`src/rtl/alu_exec_sequencer_pkg.sv`:
```
// Shared widths, ALU opcodes and FSM state encoding for the execute-stage sequencer.
package alu_exec_sequencer_pkg;

   localparam int unsigned DATA_BUS_WIDTH  = 24;
   localparam int unsigned ALU_OP_NUM_BITS = 3;

   typedef enum logic [ALU_OP_NUM_BITS-1:0] {
      ALU_OP_ADD   = 3'd0,
      ALU_OP_SUB   = 3'd1,
      ALU_OP_AND   = 3'd2,
      ALU_OP_OR    = 3'd3,
      ALU_OP_XOR   = 3'd4,
      ALU_OP_NOT   = 3'd5,
      ALU_OP_INCR  = 3'd6,
      ALU_OP_UNDEF = 3'd7
   } alu_op_e;

   typedef enum logic [1:0] {
      ST_IDLE  = 2'd0,
      ST_LATCH = 2'd1,
      ST_EXEC  = 2'd2,
      ST_DONE  = 2'd3
   } state_e;

   // Only the arithmetic ops own the carry flag; logic ops leave it untouched.
   function automatic logic op_sets_carry(input logic [ALU_OP_NUM_BITS-1:0] op);
      return (op == ALU_OP_ADD) || (op == ALU_OP_SUB) || (op == ALU_OP_INCR);
   endfunction

endpackage

```
`src/rtl/alu_exec_sequencer_alu.sv`:
```
// Combinational ALU: 25-bit internal answer so bit 24 carries the carry/borrow out.
module alu_exec_sequencer_alu
   import alu_exec_sequencer_pkg::*;
(
   input  logic [DATA_BUS_WIDTH-1:0]  a,
   input  logic [DATA_BUS_WIDTH-1:0]  b,
   input  logic [ALU_OP_NUM_BITS-1:0] ALU_OP,
   output logic [DATA_BUS_WIDTH-1:0]  result,
   output logic                       Z,
   output logic                       C,
   output logic                       N
);

   localparam logic [DATA_BUS_WIDTH:0] ONE = 1;

   logic [DATA_BUS_WIDTH:0] wide;

   always_comb begin
      wide = '0;
      case (ALU_OP)
         ALU_OP_ADD:  wide = {1'b0, a} + {1'b0, b};
         // Borrow-style subtract: inverting the zero-extended b sets bit 24 when a < b.
         ALU_OP_SUB:  wide = {1'b0, a} + ~{1'b0, b} + ONE;
         ALU_OP_AND:  wide = {1'b0, a & b};
         ALU_OP_OR:   wide = {1'b0, a | b};
         ALU_OP_XOR:  wide = {1'b0, a ^ b};
         ALU_OP_NOT:  wide = {1'b0, ~a};
         ALU_OP_INCR: wide = {1'b0, a} + ONE;
         default:     wide = '0;
      endcase
   end

   assign result = wide[DATA_BUS_WIDTH-1:0];
   assign C      = wide[DATA_BUS_WIDTH];
   assign Z      = (result == '0);
   assign N      = result[DATA_BUS_WIDTH-1];

endmodule

```
`src/rtl/alu_exec_sequencer.sv`:
```
// Execute-stage sequencer: latch operands, run the ALU, capture ALUOut and Z/C/N status.
module alu_exec_sequencer
   import alu_exec_sequencer_pkg::*;
(
   input  logic                       clk,
   input  logic                       reset,
   input  logic                       start,
   input  logic [ALU_OP_NUM_BITS-1:0] op_in,
   input  logic [DATA_BUS_WIDTH-1:0]  src_a,
   input  logic [DATA_BUS_WIDTH-1:0]  src_b,
   input  logic                       chain_a,
   input  logic                       flag_we,
   output logic                       busy,
   output logic                       done,
   output logic                       illegal_op,
   output logic [DATA_BUS_WIDTH-1:0]  alu_out,
   output logic                       flag_z,
   output logic                       flag_c,
   output logic                       flag_n
);

   state_e                       state_q, state_d;
   logic [ALU_OP_NUM_BITS-1:0]   op_q;
   logic [DATA_BUS_WIDTH-1:0]    a_q, a_d, b_q;
   logic                         flag_we_q;
   logic [DATA_BUS_WIDTH-1:0]    alu_out_q;
   logic                         z_q, c_q, n_q;
   logic [DATA_BUS_WIDTH-1:0]    alu_res;
   logic                         alu_z, alu_c, alu_n;
   logic                         accept;

   assign accept = (state_q == ST_IDLE) && start;
   assign a_d    = chain_a ? alu_out_q : src_a;

   always_ff @(posedge clk) begin
      if (reset) state_q <= ST_IDLE;
      else       state_q <= state_d;
   end

   always_comb begin
      state_d = state_q;
      case (state_q)
         ST_IDLE:  if (start) state_d = ST_LATCH;
         ST_LATCH: state_d = ST_EXEC;
         ST_EXEC:  state_d = ST_DONE;
         ST_DONE:  state_d = ST_IDLE;
         default:  state_d = ST_IDLE;
      endcase
   end

   always_comb begin
      busy       = (state_q != ST_IDLE);
      done       = (state_q == ST_DONE);
      illegal_op = (state_q == ST_DONE) && (op_q == ALU_OP_UNDEF);
   end

   alu_exec_sequencer_alu u_alu (
      .a      (a_q),
      .b      (b_q),
      .ALU_OP (op_q),
      .result (alu_res),
      .Z      (alu_z),
      .C      (alu_c),
      .N      (alu_n)
   );

   always_ff @(posedge clk) begin
      if (reset) begin
         op_q      <= '0;
         a_q       <= '0;
         b_q       <= '0;
         flag_we_q <= 1'b0;
         alu_out_q <= '0;
         z_q       <= 1'b0;
         c_q       <= 1'b0;
         n_q       <= 1'b0;
      end else begin
         if (accept) begin
            op_q      <= op_in;
            a_q       <= a_d;
            b_q       <= src_b;
            flag_we_q <= flag_we;
         end
         if (state_q == ST_EXEC) begin
            alu_out_q <= alu_res;
            if (flag_we_q) begin
               z_q <= alu_z;
               n_q <= alu_n;
               if (op_sets_carry(op_q)) c_q <= alu_c;
            end
         end
      end
   end

   assign alu_out = alu_out_q;
   assign flag_z  = z_q;
   assign flag_c  = c_q;
   assign flag_n  = n_q;

endmodule

```
`config.mk`:
```
export PLATFORM = sky130hd
export DESIGN_NAME = alu_exec_sequencer
export DESIGN_NICKNAME = d
export VERILOG_FILES = /design/src/rtl/alu_exec_sequencer_pkg.sv /design/src/rtl/alu_exec_sequencer_alu.sv /design/src/rtl/alu_exec_sequencer.sv
export SDC_FILE = /design/constraint.sdc
export NUM_CORES = 1
export LEC_CHECK = 0
export CAP_MARGIN = 20
export CORE_UTILIZATION = 66
export DETAILED_ROUTE_END_ITERATION = 6
export DONT_BUFFER_PORTS = 1
export HOLD_SLACK_MARGIN = 0.03
export PLACE_DENSITY = 0.82
export SKIP_LAST_GASP = 1
export SYNTH_ARGS = -nofsm -noshare
export SYNTH_HDL_FRONTEND = slang
export SYNTH_SLANG_ARGS = --single-unit
```
`constraint.sdc`:
```
create_clock -name clk -period 4.9 [get_ports clk]
set_clock_uncertainty 0.2 [all_clocks]
set_input_delay 0.735 -clock clk [delete_from_list [all_inputs] [get_ports clk]]
set_output_delay 0.735 -clock clk [all_outputs]
set_load 0.01 [all_outputs]
```
# Yosys cells after proc, flatten, opt, wreduce, memory -nomap -nowiden
# Index checks and enable logic that the tools add are counted.
# Widths: inputs -> output; s select.
# totals
regBits	81
inputBits	56
out_inout_bits	30
wordCells	43
# classes
addsub	4
eq_ne	11
n_mux	4
bitwise	5
n_reduce_logical	10
# ops
op	n
$pmux 25 s7	1
$add 24x1->25 const B	1
$add 24x24->25	1
$add 24x25->25	1
$add 25x1->25 const B	1
$not 24->25	1
$and 24x24->24	1
$logic_not 24->1	1
$mux 24	1
$not 24->24	1
$or 24x24->24	1
$xor 24x24->24	1
$eq 3x3->1 const B	4
$pmux 2 s4	1
$eq 3x2->1 const B	2
$eq 2x2->1 const B	2
$eq 3x1->1 const B	1
$logic_not 3->1	1
$reduce_and 3->1	1
$eq 2x1->1 const B	1
$logic_and 1x1->1	2
$logic_not 2->1	1
$logic_or 1x1->1	2
$mux 2	1
3 further kinds	3

# Depth between registers and ports, before layout
# logic_depth
word_depth	5
mapped_depth	21
mapped_depth_nobuf	15

# By module
# Synthesis repeated with hierarchy kept, for this count alone.
# unflattened
hier_cells	1066
area_unflattened_um2	8134.1
# by_module_without_submodules
module	n_inst	cells_per_inst	area_per_inst_um2	seq_area_each_um2
alu_exec_sequencer_alu	1	726	4879.7	0.0
alu_exec_sequencer	1	340	3254.4	1621.6

# Worst setup path after synthesis
# OpenSTA, ideal clock, no wires.
# synth_timing
kind	reg2reg
from	register op_q[0]
to	register z_q (netlist: flag_z)
setup_ps	59
arrival_ps	4190
required_time_ps	4641
path_slack_ps	451
stages_incl_launch_ff	22
path_buffers	6
synth_period_minus_slack_ps	4449
path_cell_list	dfxtp_1 -> buf_2 -> buf_2 -> buf_2 -> buf_2 -> buf_2 -> nand3b_1 -> clkbuf_1 -> nand2_1 -> ha_1 -> inv_1 -> fa_1 -> nor2b_1 -> o31a_1 -> o21ai_2 -> o21ai_1 -> a21boi_1 -> mux2i_1 -> o2111a_1 -> o2111a_1 -> and4_1 -> a41o_1
# synth_between
elab_chain_len	3
# synth_lines
item	line_no	text
start, declared	alu_exec_sequencer.sv:23	logic [ALU_OP_NUM_BITS-1:0] op_q;
start signal, assigned	alu_exec_sequencer.sv:79	op_q <= op_in;
$eq 3x3->1, or another cell as far along	alu_exec_sequencer_alu.sv:20	case (ALU_OP)
$pmux 25 s7 *	alu_exec_sequencer_alu.sv:20	
$logic_not 24->1 *	alu_exec_sequencer_alu.sv:35	assign Z = (result == '0);
end signal, assigned	alu_exec_sequencer.sv:87	z_q <= alu_z;
end, declared	alu_exec_sequencer.sv:27	logic z_q, c_q, n_q;
# Mark *: on every way between the ends. The rest lies on a longest branch, timed or not.
# A chain may end at the register's enable or synchronous reset.

# Worst setup path in the final report
# layout_timing
from	register op_q[1]
to	register z_q (netlist: flag_z)
# The elaborated chain is that of the path after synthesis.

==> results <==
- The worst max-slew margin expressed relative to the limit is 0.299.
- The largest vdd supply drop is 0.475 mV.
- The later pin in the worst-skew pair is clocked with a latency of 0.35 ns.
- The die height is 110 µm.
- For this run, design rule violations remaining after detail routing come to 0.
- The final route contains 7241 vias.
- The launch point of the worst path is op_q[1]$_SDFFE_PP0P_.
- The count of unique library cells instantiated by Yosys is between 70 and 80.
- The maximum net fanout on the critical path is 18.
- Clock tree synthesis selected as its root buffer the cell sky130_fd_sc_hd__clkbuf_16.
- The endpoint arrival time on the critical path is 4.19 ns.
- Static timing analysis puts the maximum clock frequency at 245 MHz.
- The setup TNS after final layout is 0 ns.
- The number of nets handed over by synthesis was 1159.
- Port buffering added 0 buffers.
- The wire length of the first global-routing pass is between 30000 and 40000 µm.
- The routed design has 21600 µm of wire.
- The die covers 12000 µm².
- Counting every sink on the clock net gives 81.
- In this run the standard cell core region covers 11100 µm².
- For this run, the number of Yosys warnings is 0.
- STA classifies the critical path endpoint as a flop.
- The detailed placement HPWL is 15600 µm.
- The number of iterations in the first detailed-routing pass is 6.
- Averaged over all synthesized cells, the footprint is 7.65 µm².
- The mean routed wirelength per cell is 19.5 µm.
- After synthesis, the share of flip-flops with an asynchronous set or reset is 0.
- From left edge to right edge, the die measures 110 µm.
- The fill cell instance count of the final layout is 946.
- The initial utilization of the core area, before any placement, comes to 0.691.
- The biggest area consumer among synthesized cells is sky130_fd_sc_hd__dfxtp_1.
- In the global route stage, overall resource usage came out at 0.372.
- The detail-routed via count per cell is 6.54.
- In this run, the number of DRC markers left after iteration 0 of detailed routing was 846.
- Leaving out fill and tap cells, the most frequent cell in the layout is sky130_fd_sc_hd__nand2_1.
- In the synthesized netlist the dominant register cell turns out to be sky130_fd_sc_hd__dfxtp_1.
- The share of Yosys cell area claimed by the top area cell type is 0.212.
- The number of nets with antenna violations after detailed routing is 0.
- The endpoint of the worst register-to-register path is flag_z$_SDFFE_PP0P_.
- The synthesized design contains 81 register bits.
- The last element of the critical path is flag_z$_SDFFE_PP0P_.
- Setup repair after global routing left no endpoint under its margin.
- Yosys mapped a number of flops with a built-in enable equal to 0.
- The via count of the first global-routing pass is 6565.
- The area added between synthesis and finish is 3.95%.
- The post-CTS resize count is 0.
- Summed over all layers, the global routing overflow is 0.
- After floorplanning, the core was divided into 38 placement rows.
- The depth of the CTS H-tree is 3.
- The flow ran to the end, and the final reports show no timing, DRC or antenna violations.
- The net count of the finished layout is 1120.
- The clock tree from TritonCTS is yes.
- The class of the most critical hold timing path is input port to flop.
- The leakage power total is 3.27 nW.
- The number of inserted diodes is 0.
- The startpoint type of the worst setup path is a flop.
- Across all hold checks on the routed design, the worst slack comes to 0.243 ns.
- In the layout the commonest cells are sky130_fd_sc_hd__nand2_1 (104), sky130_fd_sc_hd__ha_1 (99), sky130_fd_sc_hd__nor2_1 (96), sky130_fd_sc_hd__a21oi_1 (88), sky130_fd_sc_hd__dfxtp_1 (80).
- For this design the ratio of total power to cell area is 563 nW/µm².
- The final setup violation count is 0.
- The last weighted congestion value of the routability-driven placer is a little over 1.
- After synthesis the cells add up to around 7700 µm².
- The number of slew-limit violations in the final report is 0.
- The worst setup path is of the flop to flop kind.
- The clock-pin slew on the worst setup and hold paths is around 0.070 ns.
- The number of max-cap violations is 0.
- Of the available clock period, the critical path in the final layout requires 0.834.
- The number of hold violations in the final report is 0.
- For the pin with the worst max-slew slack, the measured transition is 1.05 ns.
- The setup slack of the worst register-to-register path is around 0.81 ns.
- The number of cells on the worst reg-to-reg path is 16.
- The synthesized netlist cell count is 1001.
- The count of boundary I/O pins is 86.
- The clock period could shrink to 4.09 ns.
- The number of clock buffers added by TritonCTS is 9.
- In the final layout, the share of cells above drive strength 1 is 0.0538.
- The worst register-to-register path begins at op_q[1]$_SDFFE_PP0P_.
- The sequential element share of the synthesized area is 0.212.
- Entering global routing, the biggest net connects 83 pins.
- The initial antenna violation count is 0.
- The total instance count after detailed placement is 1091.
- Ranked by total cell area, the synthesized netlist is headed by sky130_fd_sc_hd__dfxtp_1 (21%), sky130_fd_sc_hd__ha_1 (16%), sky130_fd_sc_hd__a21oi_1 (5.8%).
- Excluding fillers, the count of instances in the completed layout stands at 1107.
- The count of hold-fix buffers inserted at cts is 0.
- The clock passes through at most 2 buffers.
- Once the clock tree was built, the setup fixing pass inserted 0 buffers.
- The required time of the critical path is about 5 ns.
## critical path: stages, from the launching register on
cell and delay, ns:
sky130_fd_sc_hd__dfxtp_1 0.53, sky130_fd_sc_hd__nand3b_1 0.15, sky130_fd_sc_hd__buf_4 0.22, sky130_fd_sc_hd__nand2_1 0.09
sky130_fd_sc_hd__ha_1 0.15, sky130_fd_sc_hd__inv_1 0.06, sky130_fd_sc_hd__fa_1 0.42, sky130_fd_sc_hd__nor2b_1 0.16
sky130_fd_sc_hd__o31a_1 0.25, sky130_fd_sc_hd__o21ai_2 0.13, sky130_fd_sc_hd__o21ai_1 0.27, sky130_fd_sc_hd__a41oi_1 0.18
sky130_fd_sc_hd__xnor2_1 0.16, sky130_fd_sc_hd__a221oi_1 0.47, sky130_fd_sc_hd__and4_1 0.25, sky130_fd_sc_hd__and4_1 0.20
sky130_fd_sc_hd__a41o_1 0.16
## sequential cells by signal, indices dropped and copies added, names as in the netlist
| name | count |
|---|---|
| a_q | 24 |
| alu_out | 24 |
| b_q | 24 |
| flag_c | 1 |
| flag_n | 1 |
| flag_we_q | 1 |
| flag_z | 1 |
| op_q | 3 |
| state_q | 2 |
## metrics by stage
| step | total power, mW | setup slack (ns) | instance area [µm²] | util |
|---|---|---|---|---|
| after floorplan | 3.10 | 0.451 | 7660 | - |
| after global placement | 3.68 | 1.02 | 7680 | 0.694 |
| after detailed placement | 3.72 | 0.892 | 7680 | 0.694 |
| after CTS | 4.40 | 0.873 | 7960 | 0.719 |
| after global routing | 4.78 | 0.558 | 7960 | 0.719 |
| final | 4.48 | 0.814 | 7960 | 0.719 |
## where the power goes
| part | total, mW | internal, mW | switching [mW] |
|---|---|---|---|
| Sequential | 1.08 | 0.825 | 0.252 |
| Combinational | 2.74 | 1.07 | 1.67 |
| Clock | 0.666 | 0.351 | 0.314 |
| Total | 4.48 | 2.24 | 2.24 |
## layout make-up
| type | instances | area [µm²] | share of cell area |
|---|---|---|---|
| Tap cell | 140 | 175 | 0.0220 |
| Clock inverter | 6 | 48.8 | 0.00613 |
| Inverter | 79 | 297 | 0.0372 |
| Timing Repair Buffer | 12 | 90.1 | 0.0113 |
| Multi-Input combinational cell | 779 | 5500 | 0.691 |
| Clock buffer | 10 | 229 | 0.0288 |
| Sequential cell | 81 | 1620 | 0.204 |
## cells by family after synthesis
kind of cell	Yosys count	synth area share
muxes	47	0.0634
AOI/OAI and AO/OA	288	0.258
DFF	81	0.212
buffers and inverters	141	0.0707
and+or+nand+nor	310	0.191
xor gates and xnor gates	32	0.0366
adders and majority gates	102	0.169
## synthesized netlist by cell type, types with 6 or more instances
cell type                  instances
sky130_fd_sc_hd__and2_1           30
sky130_fd_sc_hd__o22ai_1          13
sky130_fd_sc_hd__inv_1            78
sky130_fd_sc_hd__nor3_1           16
sky130_fd_sc_hd__buf_1             6
sky130_fd_sc_hd__dfxtp_1          81
sky130_fd_sc_hd__a21oi_1          88
sky130_fd_sc_hd__nor2b_1           8
sky130_fd_sc_hd__clkbuf_1         46
sky130_fd_sc_hd__and3_1            7
sky130_fd_sc_hd__nor4_1            6
sky130_fd_sc_hd__a31oi_1           6
sky130_fd_sc_hd__a21o_1           13
sky130_fd_sc_hd__ha_1            100
sky130_fd_sc_hd__a211oi_1         53
sky130_fd_sc_hd__nor2_1           96
sky130_fd_sc_hd__mux2i_1          44
sky130_fd_sc_hd__o21ai_0          31
sky130_fd_sc_hd__buf_2            10
sky130_fd_sc_hd__nand2_1         104
sky130_fd_sc_hd__nand3_1          10
sky130_fd_sc_hd__xnor2_1          24
sky130_fd_sc_hd__xor2_1            8
sky130_fd_sc_hd__a221oi_1         19
## how the worst min path moves through the flow
stage | start | to | slack, ns | cells after the start
final | reset | flag_we_q$_SDFFE_PP0P_ | 0.24 | 1
after global routing | reset | b_q[23]$_SDFFE_PP0P_ | 0.23 | 1
after CTS | reset | state_q[1]$_SDFFE_PP0P_ | 0.24 | 1
after detailed placement | b_q[23]$_SDFFE_PP0P_ | b_q[23]$_SDFFE_PP0P_ | 0.28 | 2
after global placement | b_q[22]$_SDFFE_PP0P_ | b_q[22]$_SDFFE_PP0P_ | 0.27 | 2
after floorplan | b_q[10]$_SDFFE_PP0P_ | b_q[10]$_SDFFE_PP0P_ | 0.26 | 2
## metal layers
| metal | vias to the layer above | global-route usage | wire (µm) |
|---|---|---|---|
| met5 | - | 0 | 0 |
| li1 | 3484 | - | - |
| met1 | 3342 | 0.496 | 9380 |
| met3 | 40 | 0.102 | 2320 |
| met2 | 375 | 0.584 | 9450 |
| met4 | 0 | 0.106 | 401 |
No activity file was read; power rests on OpenSTA's default activity.
